**src/rtl/io_timer_pkg.sv**
```systemverilog
// io_timer_pkg: shared definitions for the machine-timer peripheral.
//   - register offsets inside the timer window
//   - bus FSM state type
//   - byte-lane merge helper for partial writes
package io_timer_pkg;

   localparam logic [4:0] TIMER_MTIME_LO    = 5'h00;
   localparam logic [4:0] TIMER_MTIME_HI    = 5'h04;
   localparam logic [4:0] TIMER_MTIMECMP_LO = 5'h08;
   localparam logic [4:0] TIMER_MTIMECMP_HI = 5'h0C;

   typedef enum logic {
      IDLE = 1'b0,
      RESP = 1'b1
   } timer_state_e;

   // Replace the bytes of cur whose sel bit is set with the matching bytes of wr.
   function automatic logic [31:0] merge_bytes(input logic [31:0] cur,
                                               input logic [31:0] wr,
                                               input logic [3:0]  sel);
      logic [31:0] res;
      res = cur;
      for (int unsigned n = 0; n < 4; n++) begin
         if (sel[n]) res[8*n +: 8] = wr[8*n +: 8];
      end
      return res;
   endfunction

endpackage

```
**src/rtl/io_timer_prescaler.sv**
```systemverilog
// io_timer_prescaler: free-running divider producing a one-cycle tick every
// RATIO clocks. The count runs 0..RATIO-1 and tick_o is high while it sits at
// RATIO-1; RATIO=1 ticks every cycle.
//   clk_i  : clock
//   rst_i  : synchronous active-high reset (count returns to 0)
//   tick_o : one-cycle tick
module io_timer_prescaler #(
   parameter int unsigned RATIO = 5
) (
   input  logic clk_i,
   input  logic rst_i,
   output logic tick_o
);

   localparam int unsigned CW = (RATIO > 1) ? $clog2(RATIO) : 1;
   localparam logic [CW-1:0] LAST = CW'(RATIO - 1);

   logic [CW-1:0] cnt;

   assign tick_o = (cnt == LAST);

   always_ff @(posedge clk_i) begin
      if (rst_i) begin
         cnt <= '0;
      end else if (tick_o) begin
         cnt <= '0;
      end else begin
         cnt <= cnt + 1'b1;
      end
   end

endmodule

```
**src/rtl/io_timer.sv**
```systemverilog
// io_timer: machine timer peripheral (64-bit mtime / mtimecmp) on the IO bus.
//   clk_i, rst_i  : clock, synchronous active-high reset
//   stb_i         : request strobe, held until ack_o/err_o
//   addr_i[4:0]   : byte offset in the timer window
//   data_i[31:0]  : write data
//   sel_i[3:0]    : write byte enables
//   we_i          : 1 = write, 0 = read
//   ack_o / err_o : one-cycle completion / error pulse
//   data_o[31:0]  : read data, valid with ack_o
//   timer_irq_o   : level interrupt, mtime >= mtimecmp
module io_timer
   import io_timer_pkg::*;
#(
   parameter int unsigned CLK_PERIOD_NS   = 20,
   parameter int unsigned TIMER_PERIOD_NS = 100
) (
   input  logic        clk_i,
   input  logic        rst_i,
   input  logic        stb_i,
   input  logic [4:0]  addr_i,
   input  logic [31:0] data_i,
   input  logic [3:0]  sel_i,
   input  logic        we_i,
   output logic        ack_o,
   output logic        err_o,
   output logic [31:0] data_o,
   output logic        timer_irq_o
);

   localparam int unsigned RATIO = TIMER_PERIOD_NS / CLK_PERIOD_NS;

   timer_state_e state;
   logic [63:0]  mtime, mtimecmp;
   logic [63:0]  mtime_nxt, mtimecmp_nxt;
   logic         ack_q, err_q;
   logic         tick;
   logic         accept, bad_addr;
   logic [31:0]  cur_word, merged;

   io_timer_prescaler #(.RATIO(RATIO)) u_prescaler (
      .clk_i  (clk_i),
      .rst_i  (rst_i),
      .tick_o (tick)
   );

   assign accept   = (state == IDLE) && stb_i;
   assign bad_addr = (addr_i[1:0] != 2'b00) || addr_i[4];

   always_comb begin
      cur_word = '0;
      case (addr_i)
         TIMER_MTIME_LO:    cur_word = mtime[31:0];
         TIMER_MTIME_HI:    cur_word = mtime[63:32];
         TIMER_MTIMECMP_LO: cur_word = mtimecmp[31:0];
         TIMER_MTIMECMP_HI: cur_word = mtimecmp[63:32];
         default:           cur_word = '0;
      endcase
   end

   assign merged = merge_bytes(cur_word, data_i, sel_i);

   // An mtime write overrides the increment (the tick is dropped); a
   // mtimecmp write leaves the increment alone.
   always_comb begin
      mtime_nxt    = tick ? mtime + 64'd1 : mtime;
      mtimecmp_nxt = mtimecmp;
      if (accept && !bad_addr && we_i) begin
         case (addr_i)
            TIMER_MTIME_LO:    mtime_nxt = {mtime[63:32], merged};
            TIMER_MTIME_HI:    mtime_nxt = {merged, mtime[31:0]};
            TIMER_MTIMECMP_LO: mtimecmp_nxt[31:0]  = merged;
            TIMER_MTIMECMP_HI: mtimecmp_nxt[63:32] = merged;
            default: ;
         endcase
      end
   end

   always_ff @(posedge clk_i) begin
      if (rst_i) begin
         state       <= IDLE;
         mtime       <= '0;
         mtimecmp    <= '1;
         ack_q       <= 1'b0;
         err_q       <= 1'b0;
         data_o      <= '0;
         timer_irq_o <= 1'b0;
      end else begin
         mtime       <= mtime_nxt;
         mtimecmp    <= mtimecmp_nxt;
         timer_irq_o <= (mtime_nxt >= mtimecmp_nxt);
         ack_q       <= 1'b0;
         err_q       <= 1'b0;
         data_o      <= '0;
         case (state)
            IDLE: begin
               if (stb_i) begin
                  state <= RESP;
                  if (bad_addr) begin
                     err_q <= 1'b1;
                  end else begin
                     ack_q <= 1'b1;
                     if (!we_i) data_o <= cur_word;
                  end
               end
            end
            RESP: state <= IDLE;
            default: state <= IDLE;
         endcase
      end
   end

   // A reset arriving during the response cycle cancels the pending pulse;
   // the master re-issues the request.
   assign ack_o = ack_q & ~rst_i;
   assign err_o = err_q & ~rst_i;

endmodule

```
**config.mk**
```make
export PLATFORM = sky130hd
export DESIGN_NAME = io_timer
export DESIGN_NICKNAME = d
export VERILOG_FILES = /design/src/rtl/io_timer_pkg.sv /design/src/rtl/io_timer_prescaler.sv /design/src/rtl/io_timer.sv
export SDC_FILE = /design/constraint.sdc
export NUM_CORES = 1
export LEC_CHECK = 0
export CORE_MARGIN = 8
export CORE_UTILIZATION = 60
export CTS_CLUSTER_SIZE = 16
export DETAILED_ROUTE_END_ITERATION = 16
export HOLD_SLACK_MARGIN = 0.08
export PLACE_DENSITY = 0.86
export SLEW_MARGIN = 20
export SYNTH_ARGS = -nofsm -noshare
export SYNTH_HDL_FRONTEND = slang
export SYNTH_SLANG_ARGS = --single-unit
```
**constraint.sdc**
```tcl
create_clock -name clk_i -period 6.2 [get_ports clk_i]
set_input_delay 0.62 -clock clk_i [delete_from_list [all_inputs] [get_ports clk_i]]
set_output_delay 0.62 -clock clk_i [all_outputs]
set_load 0.01 [all_outputs]
```
==> metrics.yaml <==
status:
  status: "completed"
cts:
  cts_resized: 0
  ctsLongestPathBuffers: 2
  cts.sinks: 167
  root_buffer: "clkbuf_16"
  clk_pin_slew_worst_paths_ns: 0.07
  cts-buffers-inserted: 17
  post_cts_buffers: 0
  hold_buffers: 0
  clk_latency_ns: 0.45
  h-tree-depth: 4
  cts_tree: "yes"
pwr:
  intPower_mw: 1.74
  p_switching_mw: 0.678
  swShare_pct: 28.0
  powerDensity_nw_per_um2: 183
  p_clk_share_pct: 45.2
  p_seq_share_pct: 45.3
  max-vdd-ir-drop_mv: 0.189
  combPwrFrac_pct: 9.5
  p_leak_nw: 4.82
timing:
  skew_ns: 0.0115
  tightest_slew_ns: 1.18
  hold_viol_final: 0
  relSlewSlack_pct: 20.8
  setup_tns_ns: 0
  drv_slew: 0
  timing.final.crit_share_pct: 86.8
  setup_viol: 0
  finalCriticalPeriod_ns: 5.38
  rsz0062_at_grt: "false"
  clock.fmax_mhz: 186
placed_design:
  place_hpwl_microns: 35300
  gp_congestion: 1.06
  io_buffers: 79
global_routing:
  grt_overflow: 0
  grt_usage_pct: 40.4
  antenna_found_initial: 2
  grt_pass1_vias: 12400
  grt_max_degree: 67
  grt_pass1_wl_microns: 74600
synth:
  ys_types: 86
  netlist_area_sq_um: 11700
  yosysWarnings: 0
  ys_seq_area_share_pct: 28.6
  netlist_top_cells_count: "dfxtp_1, nand2_1, nand3_1, a21oi_1, nor2_1"
  ys_seq_elements: 167
  synth_top_cell_by_area: "dfxtp_1"
  yosys.area.top_type_share_pct: 28.6
  synthFlopType: "dfxtp_1"
  syn_area_per_cell_sq_um: 7.69
  synth_top_cells_by_area: "dfxtp_1, ha_1, nand3_1"
  synth_cells: 1518
  synthArstFlopShare_pct: 0
  syn-num-nets: 1630
  synth_edf_count: 0
  synth_most_common_cell: "dfxtp_1"
floorplan:
  core-area_sq_um: 19300
  die_x_microns: 156
  fp.dieH_microns: 156
  io-pin-count: 80
  placementRows: 51
  start_util_pct: 60.6
  dieArea_sq_um: 24200
finish:
  area_delta_synth_final_pct: 13.1
  final_core_util_pct: 68.6
  antennaDiodeCount: 0
  fin_nets: 1652
  drive_above_1_share_pct: 7.41
critical_path:
  worst_ep_arrival_time_ns: 5.75
  slowest_stage: "nor2_1"
  crit_fanout: 27
  endpoint_kind: "register"
  critPathKind: "input pin to register"
  r2r_start: "mtime[6]$_SDFF_PP0_"
  slowest_delay_ns: 0.79
  timing.critical_path.from: "addr_i[0]"
  cp.required_ns: 6.57
  path_cells: "clkdlybuf4s50_1 -> or3_1 -> nor2_1 -> nand3_2 -> buf_4 -> buf_4 -> nor2_1 -> a21oi_1 -> ha_1 -> nand4_1 -> nor3_1 -> nand2_1 -> or4_1 -> o211ai_1"
  worstSetupStartpointType: "input pin"
drt:
  route.detailed.drc: 0
  vias: 13200
  drt_iter0_drc: 2165
  wirelength_microns: 49300
  drtPass1Iterations: 6
  vias_per_cell: 7.27
  wl_per_cell_microns: 27.1
  drt.antenna.violating_nets: 0
flow_run:
  cap_violations: 0
min_path:
  min-delay-path-class: "register to register"
  hp-start: "u_prescaler.cnt[0]$_SDFF_PP0_"
power by group through the flow:
stage	registers (mW)	logic, mW	clock network [mW]
2_1_floorplan	1.11	0.133	0
3_3_place_gp	1.12	0.215	0
3_5_place_dp	1.12	0.217	0
4_1_cts	1.09	0.218	1.08
5_1_grt	1.10	0.241	1.13
6_report	1.10	0.230	1.09
path summary, 6_finish.rpt:
path / end / slack [ns] / cells after the start
hold reg to reg: u_prescaler.cnt[0]$_SDFF_PP0_ / 0.46 / 1
setup reg to reg: timer_irq_o$_SDFF_PP0_ / 1.34 / 13
hold / removal: u_prescaler.cnt[0]$_SDFF_PP0_ / 0.46 / 1
setup / recovery: timer_irq_o$_SDFF_PP0_ / 0.82 / 14
sequential cells by signal, indices dropped and copies added, names as in the netlist:
signal and cells:
state 1, err_q 1, u_prescaler.cnt 3, mtime 64
mtimecmp 64, ack_q 1, data_o 32, timer_irq_o 1
critical path, delay by kind of cell:
family / cells / cell delay, ns
adders and majority gates: 1 / 0.36
AOI/OAI and AO/OA: 2 / 0.28
buffers and inverters: 3 / 1.22
and+or+nand+nor: 8 / 3.25
final cells by class:
| class | count | area, sq um |
|---|---|---|
| Clock buffer | 19 | 443 |
| Clock inverter | 13 | 138 |
| Fill cell | 1621 | 6060 |
| Inverter | 22 | 82.6 |
| Multi-Input combinational cell | 1214 | 7770 |
| Sequential cell | 167 | 3340 |
| Tap cell | 265 | 332 |
| Timing Repair Buffer | 118 | 1100 |
stage by stage:
| stage | std cells | setup WS (ns) | power [mW] | area, sq um | hold WS [ns] |
|---|---|---|---|---|---|
| global route | 1818 | 0.704 | 2.47 | 13200 | 0.498 |
| finish | 1818 | 0.819 | 2.42 | 13200 | 0.462 |
| floorplan | 1518 | 2.26 | 1.24 | 11700 | 0.427 |
| global placement | 1786 | 0.681 | 1.33 | 12600 | 0.442 |
| CTS | 1818 | 1.04 | 2.40 | 13200 | 0.463 |
| detailed placement | 1786 | 0.613 | 1.34 | 12600 | 0.453 |
logic make-up (layout without fill, tap and decap cells):
| family | count (synthesis) | after routing | share of synthesized area (%) |
|---|---|---|---|
| buffers and inverters | 137 | 172 | 5.16 |
| adders and majority gates | 67 | 67 | 7.18 |
| DFF | 167 | 167 | 28.6 |
| muxes | 32 | 32 | 2.86 |
| xor gates and xnor gates | 25 | 25 | 1.88 |
| AOI/OAI and AO/OA | 405 | 405 | 23.2 |
| and+or+nand+nor | 685 | 685 | 31.1 |
per-layer routing:
metal | up-vias | global-route usage, % | routed length, microns | part of all wire (%)
met2 | 1160 | 56.6 | 19600 | 40
met5 | - | 0 | 26 | 0.053
met4 | 4 | 21.1 | 2750 | 5.6
met1 | 6064 | 52.5 | 18600 | 38
li1 | 5735 | - | - | -
met3 | 258 | 15.6 | 8280 | 17
placed cells by master (no fill, tap or decap), types with 9 or more instances in the layout:
cell               n
dfxtp_1          167
nand2_1          144
nand3_1          121
a21oi_1          118
nor2_1           115
clkdlybuf4s50_1   77
ha_1              67
o21ai_0           63
nor3_1            56
nand2b_1          41
nor2b_1           40
buf_4             39
nand4_1           38
a211oi_1          30
mux2i_1           30
a211o_1           29
and3_1            27
inv_1             21
clkbuf_16         17
a31oi_1           16
and4_1            15
a22oi_1           15
nor4_1            13
xor2_1            13
or3_1             12
xnor2_1           12
o221ai_1          12
or4_1             11
o21a_1            11
and2_1            10
o211ai_1          10
o22ai_1            9
Power figures use the tool's default switching activity.
